## src/rtl/multi_port_register_file_pkg.sv

```systemverilog
// Shared definitions for the multi-port register file and its clear sequencer.
// Contents: clear-sequencer state encoding, depth helper, and default values
// for the BYPASS and ZERO_REG build options.
package rf_pkg;

    typedef enum logic {
        IDLE  = 1'b0,
        SWEEP = 1'b1
    } seq_state_e;

    localparam int DEFAULT_BYPASS   = 1;
    localparam int DEFAULT_ZERO_REG = 0;

    // Number of registers addressable with the given address width.
    function automatic int rf_depth(input int addr_width);
        return 1 << addr_width;
    endfunction

endpackage

```

## src/rtl/multi_port_register_file_clear_sequencer.sv

```systemverilog
// Clear sequencer: walks a counter over every register address after a
// clr_req pulse so the parent can zero one register per cycle.
// Ports:
//   clk, rst    - clock and synchronous active-high reset
//   clr_req     - single-cycle pulse that starts a sweep (ignored while sweeping)
//   busy        - high for the whole sweep (exactly DEPTH cycles)
//   sweep_en    - parent should clear register sweep_addr this cycle
//   sweep_addr  - register being cleared this cycle
module clear_sequencer
    import rf_pkg::*;
#(
    parameter int ADDRESS_WIDTH = 3
) (
    input  logic                     clk,
    input  logic                     rst,
    input  logic                     clr_req,
    output logic                     busy,
    output logic                     sweep_en,
    output logic [ADDRESS_WIDTH-1:0] sweep_addr
);

    seq_state_e               state_q, state_d;
    logic [ADDRESS_WIDTH-1:0] cnt_q, cnt_d;

    always_ff @(posedge clk) begin
        if (rst) begin
            state_q <= IDLE;
            cnt_q   <= '0;
        end else begin
            state_q <= state_d;
            cnt_q   <= cnt_d;
        end
    end

    always_comb begin
        state_d = state_q;
        cnt_d   = cnt_q;
        case (state_q)
            IDLE: begin
                if (clr_req) begin
                    state_d = SWEEP;
                    cnt_d   = '0;
                end
            end
            SWEEP: begin
                // The last address is cleared on the same edge that returns to IDLE.
                if (cnt_q == {ADDRESS_WIDTH{1'b1}}) begin
                    state_d = IDLE;
                    cnt_d   = '0;
                end else begin
                    cnt_d = cnt_q + ADDRESS_WIDTH'(1);
                end
            end
            default: begin
                state_d = IDLE;
                cnt_d   = '0;
            end
        endcase
    end

    assign busy       = (state_q == SWEEP);
    assign sweep_en   = busy;
    assign sweep_addr = cnt_q;

endmodule

```

## src/rtl/multi_port_register_file.sv

```systemverilog
// Multi-port register file: 2**ADDRESS_WIDTH registers of BUS_WIDTH bits with
// two combinational read ports, two write ports (port 1 wins on collision),
// per-register pending bits, optional write-to-read bypass, optional hardwired
// zero register and a multi-cycle clear sweep.
// Ports:
//   clk, rst                       - clock, synchronous active-high reset
//   addrA/addrB -> Data_A/Data_B   - read ports (combinational)
//   pend_A/pend_B                  - pending bit of the addressed register
//   wr0_*/wr1_*                    - write ports, port 1 has priority
//   rsv_en/rsv_addr                - mark a register as pending
//   clr_req -> busy                - start / track the clear sweep
module multi_port_register_file
    import rf_pkg::*;
#(
    parameter int ADDRESS_WIDTH = 3,
    parameter int BUS_WIDTH     = 8,
    parameter int BYPASS        = DEFAULT_BYPASS,
    parameter int ZERO_REG      = DEFAULT_ZERO_REG
) (
    input  logic                     clk,
    input  logic                     rst,
    input  logic [ADDRESS_WIDTH-1:0] addrA,
    input  logic [ADDRESS_WIDTH-1:0] addrB,
    output logic [BUS_WIDTH-1:0]     Data_A,
    output logic [BUS_WIDTH-1:0]     Data_B,
    output logic                     pend_A,
    output logic                     pend_B,
    input  logic                     wr0_en,
    input  logic [ADDRESS_WIDTH-1:0] wr0_addr,
    input  logic [BUS_WIDTH-1:0]     wr0_data,
    input  logic                     wr1_en,
    input  logic [ADDRESS_WIDTH-1:0] wr1_addr,
    input  logic [BUS_WIDTH-1:0]     wr1_data,
    input  logic                     rsv_en,
    input  logic [ADDRESS_WIDTH-1:0] rsv_addr,
    input  logic                     clr_req,
    output logic                     busy
);

    localparam int DEPTH = rf_depth(ADDRESS_WIDTH);

    logic [BUS_WIDTH-1:0]     mem_q [DEPTH];
    logic [BUS_WIDTH-1:0]     mem_d [DEPTH];
    logic [DEPTH-1:0]         pend_q, pend_d;
    logic                     sweep_en;
    logic [ADDRESS_WIDTH-1:0] sweep_addr;
    logic                     wr0_ok, wr1_ok, rsv_ok;

    clear_sequencer #(
        .ADDRESS_WIDTH(ADDRESS_WIDTH)
    ) u_seq (
        .clk       (clk),
        .rst       (rst),
        .clr_req   (clr_req),
        .busy      (busy),
        .sweep_en  (sweep_en),
        .sweep_addr(sweep_addr)
    );

    // Accepted operations: blocked during a sweep, and register 0 is immutable
    // when it is hardwired to zero.
    assign wr0_ok = wr0_en && !busy && !((ZERO_REG != 0) && (wr0_addr == '0));
    assign wr1_ok = wr1_en && !busy && !((ZERO_REG != 0) && (wr1_addr == '0));
    assign rsv_ok = rsv_en && !busy && !((ZERO_REG != 0) && (rsv_addr == '0));

    always_comb begin
        mem_d  = mem_q;
        pend_d = pend_q;
        if (sweep_en) begin
            mem_d[sweep_addr]  = '0;
            pend_d[sweep_addr] = 1'b0;
        end else begin
            // Port 1 is applied last so it overrides port 0 on the same address.
            if (wr0_ok) begin
                mem_d[wr0_addr]  = wr0_data;
                pend_d[wr0_addr] = 1'b0;
            end
            if (wr1_ok) begin
                mem_d[wr1_addr]  = wr1_data;
                pend_d[wr1_addr] = 1'b0;
            end
            // Reserve is applied after the write clears so it wins a collision.
            if (rsv_ok) begin
                pend_d[rsv_addr] = 1'b1;
            end
        end
    end

    always_ff @(posedge clk) begin
        if (rst) begin
            for (int i = 0; i < DEPTH; i++) begin
                mem_q[i] <= '0;
            end
            pend_q <= '0;
        end else begin
            mem_q  <= mem_d;
            pend_q <= pend_d;
        end
    end

    logic [ADDRESS_WIDTH-1:0] rd_addr [2];
    assign rd_addr[0] = addrA;
    assign rd_addr[1] = addrB;

    genvar gi;
    generate
        for (gi = 0; gi < 2; gi++) begin : g_rd
            logic [BUS_WIDTH-1:0] data;
            logic                 pend;
            logic                 zero_hit;

            assign zero_hit = (ZERO_REG != 0) && (rd_addr[gi] == '0);

            // wrN_ok is already false while busy, so bypass is off during a sweep.
            always_comb begin
                data = zero_hit ? '0 : mem_q[rd_addr[gi]];
                pend = pend_q[rd_addr[gi]];
                if (BYPASS != 0) begin
                    if (wr1_ok && (wr1_addr == rd_addr[gi])) begin
                        data = wr1_data;
                        pend = 1'b0;
                    end else if (wr0_ok && (wr0_addr == rd_addr[gi])) begin
                        data = wr0_data;
                        pend = 1'b0;
                    end
                end
            end
        end
    endgenerate

    assign Data_A = g_rd[0].data;
    assign Data_B = g_rd[1].data;
    assign pend_A = g_rd[0].pend;
    assign pend_B = g_rd[1].pend;

endmodule

```

## config.mk

```make
export PLATFORM = sky130hd
export DESIGN_NAME = multi_port_register_file
export DESIGN_NICKNAME = d
export VERILOG_FILES = /design/src/rtl/multi_port_register_file_pkg.sv /design/src/rtl/multi_port_register_file_clear_sequencer.sv /design/src/rtl/multi_port_register_file.sv
export SDC_FILE = /design/constraint.sdc
export NUM_CORES = 1
export LEC_CHECK = 0
export CAP_MARGIN = 20
export CORE_UTILIZATION = 55
export DETAILED_ROUTE_END_ITERATION = 10
export HOLD_SLACK_MARGIN = 0.1
export PLACE_DENSITY = 0.79
export SETUP_SLACK_MARGIN = 0.2
export SLEW_MARGIN = 20
export SYNTH_ARGS = -nofsm -noshare
export SYNTH_HDL_FRONTEND = slang
export SYNTH_SLANG_ARGS = --single-unit
```

## constraint.sdc

```tcl
create_clock -name clk -period 6.1 [get_ports clk]
set_clock_uncertainty 0.1 [all_clocks]
set_input_delay 1.525 -clock clk [delete_from_list [all_inputs] [get_ports clk]]
set_output_delay 1.525 -clock clk [all_outputs]
set_load 0.05 [all_outputs]
```

-- Word-level counts from Yosys, hierarchy flattened
Index checks and enable logic that the tools add are counted.
- reductions and logical operators: 15
- bitwise logic cells: 15
- eq/ne operators: 6
- order comparisons: 18
- muxes and demuxes: 50
- add/sub/neg operators: 1
- operators by type and width (cell ; number):
    two-way mux 64 bit ; 4
    two-way mux 8 bit ; 17
    bitwise mux 64 bit ; 2
    demux 8 bit (select 3 bit) ; 3
    AND 64 bit ; 1
    inverter 64 bit ; 1
    binary-select mux 8 bit (select 3 bit) ; 2
    AND 8 bit ; 3
    less-than comparator 3 x 4 -> 1 bit, second input constant ; 6
    inverter 8 bit ; 3
    greater-or-equal comparator 4 bit, second input constant ; 5
    inverter 3 -> 4 bit ; 5
    logical AND 1 bit ; 14
    demux 1 bit (select 3 bit) ; 4
    == test 3 bit ; 4
    greater-or-equal comparator 3 x 1 -> 1 bit, second input constant ; 4
    less-than comparator 4 x 1 -> 1 bit, second input constant ; 3
    two-way mux 1 bit ; 12
    OR 8 bit ; 1
    binary-select mux 1 bit (select 3 bit) ; 2
    two-way mux 3 bit ; 2
    case mux 3 bit (2 select lines) ; 1
    adder 3 x 1 -> 3 bit, second input constant ; 1
    == test 3 bit, second input constant ; 1
    other kinds (4) ; 4
- register bits: 76
- input port bits: 37
- logic and storage cells: 116

-- Depth between registers and ports, before layout
- depth after elaboration: 14
- mapped depth: 7

-- Modules after synthesis
From an unflattened synthesis, not the netlist that was laid out.
- cell total of the unflattened synthesis: 664
- area total of the unflattened synthesis: 5801.8 µm²
- by module, submodules not included (module ; area each (µm²) ; cells each ; times used):
    multi_port_register_file ; 5599.1 ; 645 ; 1
    clear_sequencer ; 202.7 ; 19 ; 1

-- Worst setup path before layout
Ideal clock, no wire load.
- kind: input -> output
- from: in addrB[0]
- to: out Data_B[0]
- arrival: 3478 ps
- path buffers: 2
- cell stages on the path: 6
- data required time: 4475 ps
- setup slack: 997 ps
- cells stage by stage: buf_2 > xor2_1 > nor4_2 > buf_4 > mux2i_1 > o21ai_0
- cells in the longest elaborated chain, start to end: 6
- elaborated cells between the ends (all ways): 10
- ends and longest elaborated chain (element ; RTL line ; RTL):
    start: declaration ; multi_port_register_file.sv:23 ; input logic [ADDRESS_WIDTH-1:0] addrB,
    inverter 3 -> 4 bit (not written as such) ; multi_port_register_file.sv:116 ; data = zero_hit ? '0 : mem_q[rd_addr[gi]];
    binary-select mux 8 bit (select 3 bit) ; multi_port_register_file.sv:116 ;
    two-way mux 8 bit (not written as such) (2 in series) ; multi_port_register_file.sv:116 ;
    two-way mux 8 bit ; multi_port_register_file.sv:122 ; end else if (wr0_ok && (wr0_addr == rd_addr[gi])) begin
    two-way mux 8 bit (*) ; multi_port_register_file.sv:119 ; if (wr1_ok && (wr1_addr == rd_addr[gi])) begin
    end: declaration ; multi_port_register_file.sv:25 ; output logic [BUS_WIDTH-1:0] Data_B,
Every way passes the cells marked *; elsewhere a longest branch is shown, timed or not. The select of a mux whose other input is x is not followed.

-- Final worst setup path
- from: in addrA[1]
- to: out Data_A[5]
- cells in the longest elaborated chain, start to end: 6
- elaborated cells between the ends (all ways): 10
- ends and longest elaborated chain (element ; RTL line ; RTL):
    start: declaration ; multi_port_register_file.sv:22 ; input logic [ADDRESS_WIDTH-1:0] addrA,
    inverter 3 -> 4 bit (not written as such) ; multi_port_register_file.sv:116 ;
    binary-select mux 8 bit (select 3 bit) ; multi_port_register_file.sv:116 ;
    two-way mux 8 bit (not written as such) (2 in series) ; multi_port_register_file.sv:116 ;
    two-way mux 8 bit ; multi_port_register_file.sv:122 ;
    two-way mux 8 bit (*) ; multi_port_register_file.sv:119 ;
    end: declaration ; multi_port_register_file.sv:24 ; output logic [BUS_WIDTH-1:0] Data_A,
Marks and branches as above.

==> results.sh <==
export IMPL_status="completed"
export IMPL_tightest_slew_ns=1.09
export IMPL_dr_max_layer_used="met4"
export IMPL_die_x_um=106
export IMPL_synth_distinct_cells=43
export IMPL_instances_no_fill=847
export IMPL_synth_area_leaders="dfxtp_1, a211oi_1, mux4_2"
export IMPL_syn_nets=731
export IMPL_async_flop_share=0
export IMPL_wl_met3_mm=1.88
export IMPL_start_kind="primary input"
export IMPL_route_met2_wl_mm=9.07
export IMPL_start_util=0.570
export IMPL_leakage_nw=2.47
export IMPL_rsz0062_at_grt="false"
export IMPL_h_tree_depth=3
export IMPL_setup_viol=0
export IMPL_drtAntennaViolNets=0
export IMPL_power_density_nw_per_um2=213
export IMPL_track_usage=0.361
export IMPL_netlist_area_leader_share=0.257
export IMPL_overflow=0
export IMPL_cts_hold_repair_buffers=0
export IMPL_nNetsFinal=745
export IMPL_maxSlewViolCount=0
export IMPL_cts_max_path_buffers=2
export IMPL_worstPathArrival_ns=3.90
export IMPL_hold_violations=0
export IMPL_grt_pass1_wl_mm=30.9
export IMPL_finalCritPeriodShare=0.905
export IMPL_wirelength_mm=19.3
export IMPL_io_pins=56
export IMPL_cts_repair_resized=0
export IMPL_drt_initial_drc_count=600
export IMPL_synth_area_um2=5910
export IMPL_path_class="primary input to primary output"
export IMPL_cts_sinks=76
export IMPL_dp_cells=831
export IMPL_cts_buffers=9
export IMPL_synthToLayoutAreaGrowth_pct=14.4
export IMPL_maxCapViolations=0
export IMPL_critPathRequiredTime_ns=4.47
export IMPL_grt_pass1_vias=5723
export IMPL_postSynthCellCount=692
export IMPL_clk_pin_slew_worst_paths_ns=0.08
export IMPL_grt_max_degree=65
export IMPL_fp_dieArea_um2=11200
export IMPL_ys_seq_area_frac=0.257
export IMPL_gp_congestion=0.923
export IMPL_wl_per_cell_um=22.8
export IMPL_endpoint_kind="primary output"
export IMPL_ys_seq_elements=76
export IMPL_coreArea_um2=10400
export IMPL_crit_fanout=13
export IMPL_power_total_mw=1.44
export IMPL_cts_setup_buffers=0
export IMPL_hp_class="flip-flop to flip-flop"
export IMPL_numPortBuffers=55
export IMPL_synth_enable_flop_cells=0
export IMPL_fmax_mhz=181
export IMPL_period_needed_ns=5.52
export IMPL_drc=0
export IMPL_cts_root_buf="clkbuf_8"
export IMPL_avgViaCountPerCell=7.04
export IMPL_drive_above_1_share=0.145
export IMPL_cts_tree="yes"
export IMPL_antenna_found_initial=0
export IMPL_ir_worst_vdd_mv=0.153
export IMPL_relSlewSlack=0.274
export IMPL_num_vias=5959
export IMPL_synth_top_area_cell="dfxtp_1"
export IMPL_final_setup_worst_slack_ns=0.578
export IMPL_fin_worst_hold_slack_ns=0.391
export IMPL_syn_area_per_cell_um2=8.55
export IMPL_dp_slack_ns=0.670
export IMPL_hpwl_mm=13.6
export IMPL_fp_row_count=37
export IMPL_ys_warn_count=0
export IMPL_first_pass_iters=6
export IMPL_ys_flop_type="dfxtp_1"
export IMPL_fill_cells=877
export IMPL_dieHeight_um=106
export IMPL_antenna_cells=0
export IMPL_clk_latency_ns=0.38
export IMPL_met1Wirelength_mm=7.43
export IMPL_tns_ns=0
[cell usage after synthesis, types with 2 or more instances]
cell	count
a211oi_1	64
a21oi_1	8
a221oi_1	8
a31oi_1	4
and2_1	6
and3_1	50
and3b_1	2
buf_1	10
buf_12	2
buf_2	20
buf_4	6
buf_6	6
bufbuf_8	2
clkbuf_1	20
dfxtp_1	76
ha_1	2
mux2_2	16
mux2i_1	18
mux4_1	15
mux4_2	21
nand2_1	84
nand2_2	6
nand2b_1	7
nand3_1	19
nand3b_1	3
nor2_1	31
nor2b_1	10
nor3_1	3
nor3b_1	4
nor4_2	3
o21ai_0	93
o21ai_1	44
o2bb2ai_1	8
xor2_1	12
[registers in the layout (all words and copies together), names as in the netlist]
signal	count
mem_q	64
u_seq.busy	1
pend_q	8
u_seq.sweep_addr	3
[final timing paths]
| path | slack [ns] | startpoint | cells after the start | endpoint |
|---|---|---|---|---|
| setup / recovery | 0.58 | addrA[1] | 6 | Data_A[5] |
| hold / removal | 0.39 | mem_q[50] | 2 | mem_q[50] |
| setup reg to reg | 3.59 | u_seq.busy | 5 | mem_q[7] |
| hold reg to reg | 0.39 | mem_q[50] | 2 | mem_q[50] |
[through the flow]
step | cell area, µm² | utilization
global placement | 6500 | 0.626
global route | 6770 | 0.653
floorplan | 5910 | -
finish | 6770 | 0.653
CTS | 6760 | 0.652
detailed placement | 6500 | 0.626
[critical path, stage by stage]
cell and delay [ns]:
clkdlybuf4s50_1 0.93, mux4_1 0.64, mux2_2 0.28, mux2i_1 0.15, o21ai_1 0.17, buf_12 0.20
[area by class of cell]
class,count,area [µm²],area share
clock buffer,12,145,0.0214
clock inverter,4,120,0.0178
multi-input combinational,549,3990,0.590
sequential,76,1520,0.225
tap,136,170,0.0251
timing repair buffer,70,818,0.121
[metal layers]
metal / track usage / vias up
met5: 0 / -
met4: 0.193 / 0
met3: 0.0637 / 79
met2: 0.584 / 405
met1: 0.460 / 2839
li1: - / 2636
[layout by cell type, fill, tap and decap left out, types with 2 or more instances in the layout]
| cell type | n |
|---|---|
| nand2b_1 | 7 |
| a221oi_1 | 8 |
| nand3_1 | 19 |
| nand3b_1 | 3 |
| bufinv_16 | 4 |
| a211oi_1 | 64 |
| o21ai_0 | 93 |
| nand2_1 | 84 |
| clkdlybuf4s50_1 | 37 |
| mux2_2 | 16 |
| mux4_1 | 15 |
| clkbuf_1 | 2 |
| buf_12 | 16 |
| and3b_1 | 2 |
| clkbuf_8 | 10 |
| xor2_1 | 12 |
| mux2i_1 | 18 |
| dfxtp_1 | 76 |
| nor3_1 | 3 |
| a31oi_1 | 4 |
| and2_1 | 6 |
| buf_4 | 17 |
| nor4_2 | 3 |
| o2bb2ai_1 | 8 |
| nor3b_1 | 4 |
| a21oi_1 | 8 |
| nand2_2 | 6 |
| nor2_1 | 30 |
| nor2b_2 | 2 |
| mux4_2 | 21 |
| and3_1 | 50 |
| o21ai_1 | 44 |
| ha_1 | 2 |
| nor2b_1 | 8 |
[logic make-up after synthesis]
family | after synthesis | synth area share
simple gates | 235 | 0.211
fa+ha+maj | 2 | 0.00423
flops | 76 | 0.257
buf+inv | 67 | 0.0690
xor+xnor | 12 | 0.0178
mux | 70 | 0.208
compound gates | 230 | 0.233
[power by group]
| group | switching [mW] | total (mW) | internal, mW |
|---|---|---|---|
| logic | 0.209 | 0.360 | 0.151 |
| clock network | 0.202 | 0.527 | 0.325 |
| registers | 0.0312 | 0.551 | 0.520 |
| total | 0.442 | 1.44 | 0.996 |
No activity file was read; power rests on OpenSTA's default activity.
